## config.mk

```make
export PLATFORM = sky130hd
export DESIGN_NAME = dcache_ctrl
export DESIGN_NICKNAME = d
export VERILOG_FILES = /design/src/rtl/dcache_ctrl.sv
export SDC_FILE = /design/constraint.sdc
export NUM_CORES = 1
export LEC_CHECK = 0
export ABC_AREA = 1
export CORE_ASPECT_RATIO = 1.2
export CORE_MARGIN = 1.5
export CORE_UTILIZATION = 57
export CTS_BUF_LIST = sky130_fd_sc_hd__clkbuf_16
export DETAILED_ROUTE_END_ITERATION = 7
export PLACE_DENSITY = 0.8
export SLEW_MARGIN = 5
export SYNTH_ARGS = -nofsm -noshare
export SYNTH_HDL_FRONTEND = slang
export SYNTH_SLANG_ARGS = --single-unit
```

## constraint.sdc

```tcl
create_clock -name clk -period 5.6 [get_ports clk]
set_input_delay 0.56 -clock clk [delete_from_list [all_inputs] [get_ports clk]]
set_output_delay 0.56 -clock clk [all_outputs]
set_load 0.02 [all_outputs]
```

## src/rtl/dcache_ctrl.sv

```systemverilog
// ---------------------------------------------------------------------------
// dcache_ctrl
// Direct-mapped, write-back, write-allocate data cache controller sitting in
// front of a 256-word line memory (4 x 32-bit words per 128-bit line).
//
// Ports
//   clk            system clock
//   rst            asynchronous, active-low reset
//   cpu_req_addr   8-bit word address {tag, index, word offset}
//   cpu_req_rw     1 = store, 0 = load
//   cpu_req_valid  request strobe (only looked at in IDLE)
//   cpu_data_write store data
//   cpu_data_read  load data, valid while cpu_ready = 1
//   cpu_ready      one-cycle completion pulse
//   mem_req_addr   line base word address (bits [1:0] always 0)
//   mem_req_rw     1 = line write-back, 0 = line fill
//   mem_req_valid  one-cycle memory request strobe
//   mem_data_write victim line for write-back
//   mem_data_read  fill line from memory
//   mem_ready      memory completion
//   hit_count      (DCACHE_STATS_EN only) saturating hit counter
//   miss_count     (DCACHE_STATS_EN only) saturating miss counter
//
// Optional feature macro: DCACHE_STATS_EN adds hit/miss counters.
// ---------------------------------------------------------------------------
module dcache_ctrl #(
    parameter int INDEX_BITS = 2
) (
    input  logic         clk,
    input  logic         rst,
    input  logic [7:0]   cpu_req_addr,
    input  logic         cpu_req_rw,
    input  logic         cpu_req_valid,
    input  logic [31:0]  cpu_data_write,
    output logic [31:0]  cpu_data_read,
    output logic         cpu_ready,
    output logic [7:0]   mem_req_addr,
    output logic         mem_req_rw,
    output logic         mem_req_valid,
    output logic [127:0] mem_data_write,
    input  logic [127:0] mem_data_read,
    input  logic         mem_ready
`ifdef DCACHE_STATS_EN
    ,
    output logic [15:0]  hit_count,
    output logic [15:0]  miss_count
`endif
);

    localparam int NLINES   = 1 << INDEX_BITS;
    localparam int TAG_BITS = 6 - INDEX_BITS;

    typedef enum logic [2:0] {
        IDLE,
        COMPARE,
        WB_REQ,
        WB_WAIT,
        ALLOC_REQ,
        ALLOC_WAIT
    } state_t;

    state_t              state_q, state_d;
    logic [7:0]          addr_q, addr_d;
    logic                rw_q, rw_d;
    logic [31:0]         wdata_q, wdata_d;
    logic [NLINES-1:0]   valid_q, valid_d;
    logic [NLINES-1:0]   dirty_q, dirty_d;
    logic                cpu_ready_q, cpu_ready_d;
    logic [31:0]         cpu_data_read_q, cpu_data_read_d;
    logic                mem_req_valid_q, mem_req_valid_d;
    logic                mem_req_rw_q, mem_req_rw_d;
    logic [7:0]          mem_req_addr_q, mem_req_addr_d;
    logic [127:0]        mem_data_write_q, mem_data_write_d;

    // Tag and data storage: no reset, only the valid/dirty bits are cleared.
    logic [TAG_BITS-1:0] tag_q  [NLINES];
    logic [127:0]        data_q [NLINES];

    logic                data_we;
    logic                tag_we;
    logic [127:0]        line_wdata;

    // Fields of the latched request.
    logic [TAG_BITS-1:0]   req_tag;
    logic [INDEX_BITS-1:0] req_index;
    logic [1:0]            req_offset;
    logic [127:0]          cur_line;
    logic [TAG_BITS-1:0]   cur_tag;
    logic                  hit;
    logic [127:0]          merged_line;

    assign req_tag    = addr_q[7:2+INDEX_BITS];
    assign req_index  = addr_q[1+INDEX_BITS:2];
    assign req_offset = addr_q[1:0];
    assign cur_line   = data_q[req_index];
    assign cur_tag    = tag_q[req_index];
    assign hit        = valid_q[req_index] && (cur_tag == req_tag);

    // Current line with the addressed word replaced by the store data.
    always_comb begin
        merged_line = cur_line;
        merged_line[{req_offset, 5'b00000} +: 32] = wdata_q;
    end

`ifdef DCACHE_STATS_EN
    // first_q marks the first COMPARE of a request so the post-refill
    // COMPARE is not counted twice.
    logic        first_q, first_d;
    logic [15:0] hit_count_q, hit_count_d;
    logic [15:0] miss_count_q, miss_count_d;
`endif

    always_comb begin
        state_d          = state_q;
        addr_d           = addr_q;
        rw_d             = rw_q;
        wdata_d          = wdata_q;
        valid_d          = valid_q;
        dirty_d          = dirty_q;
        cpu_ready_d      = 1'b0;
        cpu_data_read_d  = cpu_data_read_q;
        mem_req_valid_d  = 1'b0;
        mem_req_rw_d     = mem_req_rw_q;
        mem_req_addr_d   = mem_req_addr_q;
        mem_data_write_d = mem_data_write_q;
        data_we          = 1'b0;
        tag_we           = 1'b0;
        line_wdata       = mem_data_read;
`ifdef DCACHE_STATS_EN
        first_d          = first_q;
        hit_count_d      = hit_count_q;
        miss_count_d     = miss_count_q;
`endif

        unique case (state_q)
            IDLE: begin
                // cpu_ready_q high means a response is on the bus this cycle;
                // this enforces the single bubble between requests.
                if (cpu_req_valid && !cpu_ready_q) begin
                    addr_d  = cpu_req_addr;
                    rw_d    = cpu_req_rw;
                    wdata_d = cpu_data_write;
                    state_d = COMPARE;
`ifdef DCACHE_STATS_EN
                    first_d = 1'b1;
`endif
                end
            end

            COMPARE: begin
`ifdef DCACHE_STATS_EN
                first_d = 1'b0;
                if (first_q) begin
                    if (hit) begin
                        if (hit_count_q != 16'hFFFF) hit_count_d = hit_count_q + 16'd1;
                    end else begin
                        if (miss_count_q != 16'hFFFF) miss_count_d = miss_count_q + 16'd1;
                    end
                end
`endif
                if (hit) begin
                    cpu_ready_d = 1'b1;
                    state_d     = IDLE;
                    if (rw_q) begin
                        data_we            = 1'b1;
                        line_wdata         = merged_line;
                        dirty_d[req_index] = 1'b1;
                    end else begin
                        cpu_data_read_d = cur_line[{req_offset, 5'b00000} +: 32];
                    end
                end else if (valid_q[req_index] && dirty_q[req_index]) begin
                    state_d          = WB_REQ;
                    mem_req_valid_d  = 1'b1;
                    mem_req_rw_d     = 1'b1;
                    mem_req_addr_d   = {cur_tag, req_index, 2'b00};
                    mem_data_write_d = cur_line;
                end else begin
                    state_d         = ALLOC_REQ;
                    mem_req_valid_d = 1'b1;
                    mem_req_rw_d    = 1'b0;
                    mem_req_addr_d  = {req_tag, req_index, 2'b00};
                end
            end

            WB_REQ: begin
                state_d = WB_WAIT;
            end

            WB_WAIT: begin
                // The fill request is raised one cycle after mem_ready is
                // consumed, so this completion cannot be mistaken for the
                // fill's completion.
                if (mem_ready) begin
                    state_d         = ALLOC_REQ;
                    mem_req_valid_d = 1'b1;
                    mem_req_rw_d    = 1'b0;
                    mem_req_addr_d  = {req_tag, req_index, 2'b00};
                end
            end

            ALLOC_REQ: begin
                state_d = ALLOC_WAIT;
            end

            ALLOC_WAIT: begin
                if (mem_ready) begin
                    data_we            = 1'b1;
                    tag_we             = 1'b1;
                    line_wdata         = mem_data_read;
                    valid_d[req_index] = 1'b1;
                    dirty_d[req_index] = 1'b0;
                    state_d            = COMPARE;
                end
            end

            default: begin
                state_d = IDLE;
            end
        endcase
    end

    always_ff @(posedge clk or negedge rst) begin
        if (!rst) begin
            state_q          <= IDLE;
            addr_q           <= '0;
            rw_q             <= 1'b0;
            wdata_q          <= '0;
            valid_q          <= '0;
            dirty_q          <= '0;
            cpu_ready_q      <= 1'b0;
            cpu_data_read_q  <= '0;
            mem_req_valid_q  <= 1'b0;
            mem_req_rw_q     <= 1'b0;
            mem_req_addr_q   <= '0;
            mem_data_write_q <= '0;
        end else begin
            state_q          <= state_d;
            addr_q           <= addr_d;
            rw_q             <= rw_d;
            wdata_q          <= wdata_d;
            valid_q          <= valid_d;
            dirty_q          <= dirty_d;
            cpu_ready_q      <= cpu_ready_d;
            cpu_data_read_q  <= cpu_data_read_d;
            mem_req_valid_q  <= mem_req_valid_d;
            mem_req_rw_q     <= mem_req_rw_d;
            mem_req_addr_q   <= mem_req_addr_d;
            mem_data_write_q <= mem_data_write_d;
        end
    end

    always_ff @(posedge clk) begin
        if (data_we) data_q[req_index] <= line_wdata;
        if (tag_we)  tag_q[req_index]  <= req_tag;
    end

`ifdef DCACHE_STATS_EN
    always_ff @(posedge clk or negedge rst) begin
        if (!rst) begin
            first_q      <= 1'b0;
            hit_count_q  <= '0;
            miss_count_q <= '0;
        end else begin
            first_q      <= first_d;
            hit_count_q  <= hit_count_d;
            miss_count_q <= miss_count_d;
        end
    end

    assign hit_count  = hit_count_q;
    assign miss_count = miss_count_q;
`endif

    assign cpu_ready      = cpu_ready_q;
    assign cpu_data_read  = cpu_data_read_q;
    assign mem_req_valid  = mem_req_valid_q;
    assign mem_req_rw     = mem_req_rw_q;
    assign mem_req_addr   = mem_req_addr_q;
    assign mem_data_write = mem_data_write_q;

endmodule

```

==> results of run 1 <==
-- power groups by stage --
stage / logic [mW] / registers (mW) / clock network [mW]
after floorplan: 4.70 / 8.50 / 0
after global placement: 8.36 / 8.25 / 0
after detailed placement: 8.50 / 8.30 / 0
after CTS: 8.58 / 8.20 / 4.75
after global routing: 9.33 / 8.32 / 4.98
final: 8.90 / 8.25 / 4.75
-- layout make-up --
| type | count | share of cell area, % |
|---|---|---|
| inverter | 239 | 2.348 |
| multi-input combinational | 1892 | 24.19 |
| timing repair buffer | 383 | 9.973 |
| sequential | 749 | 55.27 |
| clock buffer | 78 | 5.045 |
| clock inverter | 54 | 0.8149 |
| tap | 727 | 2.351 |
-- cell usage after synthesis --
cell        n  area (um2)
a21oi_1    39       195.2
a22o_1     96       840.8
a22oi_1   181        1359
buf_1      15       56.30
buf_2      82       410.4
buf_4       4       30.03
buf_6      11       123.9
clkbuf_1   90       337.8
clkinv_1    4       15.01
conb_1      1       3.750
dfrtp_1   221        5530
edfxtp_1  528       15860
ha_1        5       62.56
inv_1     229       859.6
inv_2       6       22.52
mux2_2     32       360.4
nand2_1   797        2992
nand2_2     3       18.77
nand3_1   235        1176
nand3b_1    1       7.510
nand4_1    26       162.7
nor2_1    301        1130
nor2_2      2       12.51
nor3_1      4       20.02
nor4_1     28       175.2
o211ai_1   16       120.1
o21a_1      2       15.01
o21ai_0    81       405.4
o21ai_1    20       100.1
o22ai_1    17       106.4
or2_2       4       25.02
-- worst max-delay path by stage --
stage	slack, ns	endpoint
after floorplan	1.22	data_q[0][0]
after global placement	1.96	mem_data_write[34]
after detailed placement	1.92	mem_data_write[34]
after CTS	1.87	mem_data_write[34]
after global routing	1.58	mem_data_write[20]
final	1.76	mem_data_write[100]
-- worst max-delay path: stages, from the launching register on --
cell and delay, ns:
dfrtp_1 0.58, inv_2 0.17, nor2_4 0.12, buf_4 0.86, nand2_1 0.11, nand4_1 0.14
nand2_1 0.10, nor2_4 0.25, buf_4 0.73, nand3_1 0.46, nand2_1 0.18
-- metrics by stage --
stage	area [um2]	instances
detailed placement	36420	3990
global placement	36420	3990
finish	38690	4122
floorplan	32530	3082
CTS	38690	4122
global route	38690	4122
-- state kept, by name (all words and copies together) (netlist names), named ones only --
signal	flops
valid_q	4
cpu_data_read	32
mem_data_write	128
tag_q	16
state_q	3
rw_q	1
addr_q	8
mem_req_rw	1
mem_req_valid	1
data_q	512
mem_req_addr	6
cpu_ready	1
wdata_q	32
-- per-layer routing --
layer,up-vias,wire length [um],part of all wire [%]
li1,11160,-,-
met1,12510,38260,36
met2,2181,46780,44
met3,319,16480,15
met4,4,5390,5.0
met5,-,20,0.019
-- cells by family after synthesis --
family | after synthesis
flops | 749
other cells | 1
simple gates | 1401
fa+ha+maj | 5
compound gates | 452
mux | 32
buf+inv | 441
==> impl_metrics.yaml, run 1 <==
status:
  run_status: "finished, violations left"
  failed_checks: "DRC, hold timing"
timing:
  post-route-worst-setup-slack_ns: 1.755
  fin_skew_ns: 0.03042
  grt_setup_unrepaired: "no"
  timing_hold_violations_final: 13
  max_slew.worst_pin.slew_ns: 1.174
  finalCritPeriodShare_pct: 68.66
  max_freq_ghz: 0.2601
  finalSetupViolations: 0
  finalWorstPathRequiredPeriod_ns: 3.845
  finalSetupTns_ns: 0
  slew_margin_rel_pct: 21.76
  hold-worst-slack_ns: -0.05892
  finalMaxSlewViolations: 0
floorplanning:
  die-width_um: 221.1
  core.rowCount: 95
  die_area_um2: 58520
  io-pin-count: 344
  core_um2: 56220
  start_util_pct: 57.86
  die_h_um: 264.7
setup_path:
  timing.critical_path.fanout_max: 79
  setup.worst_path.start_class: "flop"
  rrSetupSlack_ns: 1.76
  worst-setup-path-type: "reg2reg"
  worstPathArrival_ns: 4.39
  setup.worst_path.end_class: "flop"
  worstRegToRegCells: 10
  startpoint: "addr_q[3]"
  cp.required_ns: 6.15
  worst_r2r_endpoint: "mem_data_write[100]"
  worst_r2r_startpoint: "addr_q[3]"
global_route:
  first_global_vias: 25330
  grtUsageMet2_pct: 53.81
  groute.usage.overall_pct: 36.44
  globalRoute.totalOverflow: 0
  grt.busiest_layer: "met2"
  met1_usage_pct: 49.53
  met3_usage_pct: 12.16
  grt_max_degree: 203
  antenna_found_initial: 3
  grt_pass1_wl_mm: 159.4
clock_network:
  post-cts-setup-buffers: 0
  cts-root-buf: "clkbuf_16"
  htree_levels: 3
  cts_clock_pin_slew_for_the_worst_setup_and_hold_paths_ns: 0.06
  post_cts_resized: 0
  cts.sink_count: 749
  cts_hold_buf: 0
  clock_insertion_delay_worst_skew_ns: 0.63
  cts_inserted_buffers: 71
  clock_path_buffers: 3
  tritoncts_clock_tree: "done"
routing:
  detail_route.first_pass.iterations: 8
  routed_wl_mm: 106.9
  wire_per_inst_um: 25.94
  routed_via_density: 6.349
  detail_route.iter0.violations: 4350
  detailroute.via_count: 26170
  route.antenna.remaining_nets: 0
  drcViolationCount: 28
synth:
  synthXorXnorAreaFrac_pct: 0
  dominant_combinational_cell_family_by_area_after_synthesis: "simple AND/OR/NAND/NOR gates"
  ys_seq_area_share_pct: 65.74
  number_of_warnings_printed_during_yosys_synthesis: 0
  synth-compound-area-share_pct: 9.658
  syn-cell-area_um2: 32530
  synthCells: 3081
  synth.ff_latch_count: 749
  synth-adder-area-share_pct: 0.1923
  synth_cell_type_count: 31
  post_synthesis_share_of_cell_area_spent_on_and_or_nand_and_nor_gates_pct: 17.58
  avgSynthCellArea_um2: 10.56
  synthMuxAreaShare_pct: 1.108
placed_design:
  globalplace.congestion: 0.9284
  buffer_ports.inserted: 341
  dpl_worst_slack_ns: 1.916
  post-dp-hpwl_mm: 67.10
power_and_ir_drop:
  switching_share_pct: 41.96
  power.switching_mw: 9.189
  power.combinational.fraction_pct: 40.6
  power.share.clock_pct: 21.7
  seqPwrFrac_pct: 37.7
  peak_supply_drop_mv: 0.3214
  power.density_nw_per_um2: 565.9
  internal_power_of_the_cells_mw: 12.71
  design_power_total_mw: 21.90
  total_leakage_power_nw: 16.60
final_layout:
  most-common-layout-cells: "796 x nand2_1, 528 x edfxtp_1, 340 x clkdlybuf4s50_1, 298 x nor2_1, 240 x inv_1"
  area_of_the_multi_input_gates_um2: 9361
  ff_latch_area_um2: 21390
  diodes: 0
  finalCoreUtilization_pct: 68.82
  syn_to_final_growth_pct: 18.95
  drive_above_1_share_pct: 6.156
  final_common_cell: "nand2_1"
  net_count_of_the_finished_layout: 3514
  num-fill-cells: 4062
min_path:
  min-delay-path-class: "in2async"
job:
  max_cap_violations: 0
Note: power is estimated with default switching activity, not from simulation.
==> run 2, diff against run 1 <==
==> constraint.sdc (replaced) <==
create_clock -name clk -period 3.9 [get_ports clk]
set_input_delay 0.39 -clock clk [delete_from_list [all_inputs] [get_ports clk]]
set_output_delay 0.39 -clock clk [all_outputs]
set_load 0.02 [all_outputs]
==> run 2 against run 1 <==
Routed wire length shrank 3.6%. Non-clock buffer count grew 10. Utilization grew 0.46 points. Combinational power is 47% higher. Critical path depth up 3. Clock skew barely moved. Largest power group unchanged. The flow finishes with violations (DRC). Global-route usage shrank 1.3 points.
==> impl_metrics.yaml, run 2 (synthesized netlist as in run 1, its figures left out) <==
timing:
  max_freq_ghz: 0.3076
  finalSetupTns_ns: 0
  finalSetupViolations: 0
  grt_setup_unrepaired: "no"
  fin_skew_ns: 0.03041
  finalMaxSlewViolations: 0
  finalCritPeriodShare_pct: 83.37
  max_slew.worst_pin.slew_ns: 1.132
  finalWorstPathRequiredPeriod_ns: 3.251
  slew_margin_rel_pct: 24.56
  timing_hold_violations_final: 0
final_layout:
  syn_to_final_growth_pct: 19.75
  final_common_cell: "nand2_1"
  largest_register_ffs: 512
  diodes: 0
  largest_register: "data_q"
  most-common-layout-cells: "796 x nand2_1, 528 x edfxtp_1, 340 x clkdlybuf4s50_1, 298 x nor2_1"
  net_count_of_the_finished_layout: 3525
  final_design_area_no_fill_um2: 38950
  drive_above_1_share_pct: 6.347
routing:
  drcViolationCount: 22
  detail_route.iter0.violations: 4133
  routed_via_density: 6.300
  detail_route.first_pass.iterations: 8
  wire_per_inst_um: 24.96
  route.antenna.remaining_nets: 0
  routed_wl_mm: 103.1
  detailroute.via_count: 26020
setup_path:
  worst_r2r_startpoint: "addr_q[2]"
  critical_path.cell_chain: "inv_2 -> nand2_1 -> nand2_1 -> nand2_1 -> nand2_1 -> nand2_1 -> nand3_1 -> nor2_1 -> nand3_1 -> nand2_1 -> nand3_1 -> clkinvlp_4 -> buf_4"
  worst-setup-path-type: "reg2reg"
  crit_top_cell: "nand2_1"
  critical-path-max-stage-delay_ns: 0.71
  startpoint: "addr_q[2]"
  crit_family: "buffers and inverters"
  timing.critical_path.fanout_max: 16
  worstPathArrival_ns: 3.56
  crit_path_top_delay_cell: "dfrtp_1"
  path_buf_inv: 3
  setup.worst_path.start_class: "flop"
  cp.required_ns: 4.20
  setup.worst_path.end_class: "flop"
min_path:
  holdCritStartpoint: "cpu_req_addr[2]"
  min-delay-path-class: "in2reg"
clock_network:
  cts_hold_buf: 1
  cts.sink_count: 749
  post-cts-setup-buffers: 0
  clock_path_buffers: 3
  cts_clock_pin_slew_for_the_worst_setup_and_hold_paths_ns: 0.06
  tritoncts_clock_tree: "done"
  htree_levels: 3
  cts_inserted_buffers: 72
  post_cts_resized: 0
  clock_insertion_delay_worst_skew_ns: 0.63
  cts-root-buf: "clkbuf_16"
status:
  run_status: "finished, violations left"
  failed_checks: "DRC"
global_route:
  globalRoute.totalOverflow: 0
  antenna_found_initial: 0
  first_global_vias: 25260
  grt_pass1_wl_mm: 154.8
  grt_max_degree: 138
  groute.usage.overall_pct: 35.17
floorplanning:
  die-width_um: 221.1
  die_h_um: 264.7
  start_util_pct: 57.86
  core.rowCount: 95
  core_um2: 56220
  io-pin-count: 344
  die_area_um2: 58520
power_and_ir_drop:
  peak_supply_drop_mv: 0.7193
  total_leakage_power_nw: 16.65
  design_power_total_mw: 31.62
  power.density_nw_per_um2: 811.6
placed_design:
  buffer_ports.inserted: 341
  globalplace.congestion: 0.9555
  post-dp-hpwl_mm: 66.60
  place_area_um2: 36660
job:
  max_cap_violations: 0
-- run 2: layer usage --
layer  global-route usage, %  up-vias  wire (um)
met5                       0        -          0
met4                   17.54        0       5593
met3                   9.377      294      14710
met2                   52.15     2133      45220
met1                   48.36    12420      37560
li1                        -    11170          -
-- run 2: area by class of cell --
cell class              count  area, um2
clock buffers              77       1927
clock inverters            53      360.3
fillers                  3985      17270
inverters                 239      913.4
multi-input cells        1892       9356
flip-flops and latches    749      21390
well taps                 727      909.6
repair buffers            393       4099
-- run 2: worst reg2reg max path, cell delays in order (launching register included) --
cell and delay (ns):
dfrtp_1 0.71, inv_2 0.27, nand2_1 0.11, nand2_1 0.06, nand2_1 0.09, nand2_1 0.08, nand2_1 0.06, nand3_1 0.06
nor2_1 0.14, nand3_1 0.14, nand2_1 0.15, nand3_1 0.15, clkinvlp_4 0.52, buf_4 0.38
-- run 2: where the power goes --
group          leakage (nW)  switching [mW]  total [mW]  internal (mW)
logic                  7.80            9.05        13.1           4.02
registers              7.68            1.09        11.7           10.6
clock network          1.18            2.98        6.82           3.84
-- run 2: worst paths after layout --
path                                        to  slack [ns]  cells after the start
hold reg to reg                     valid_q[2]        0.47                      1
max in group asynchronous   mem_data_write[34]        2.54                      3
setup / recovery                 data_q[1][17]        0.65                     13
setup reg to reg                 data_q[1][17]        0.65                     13
min in group asynchronous  mem_data_write[106]        0.46                      2
hold / removal                       addr_q[2]        0.36                      3
-- run 2: metrics by stage --
stage          setup slack [ns]  cells  hold WS [ns]  util [%]
2_1_floorplan            0.2892   3082       0.09441         -
3_3_place_gp             0.6787   3999        0.4526     65.20
3_5_place_dp             0.6154   3999        0.4554     65.20
4_1_cts                  0.6196   4130        0.3451     69.28
5_1_grt                  0.3877   4130        0.3826     69.28
6_report                 0.6486   4130        0.3602     69.28
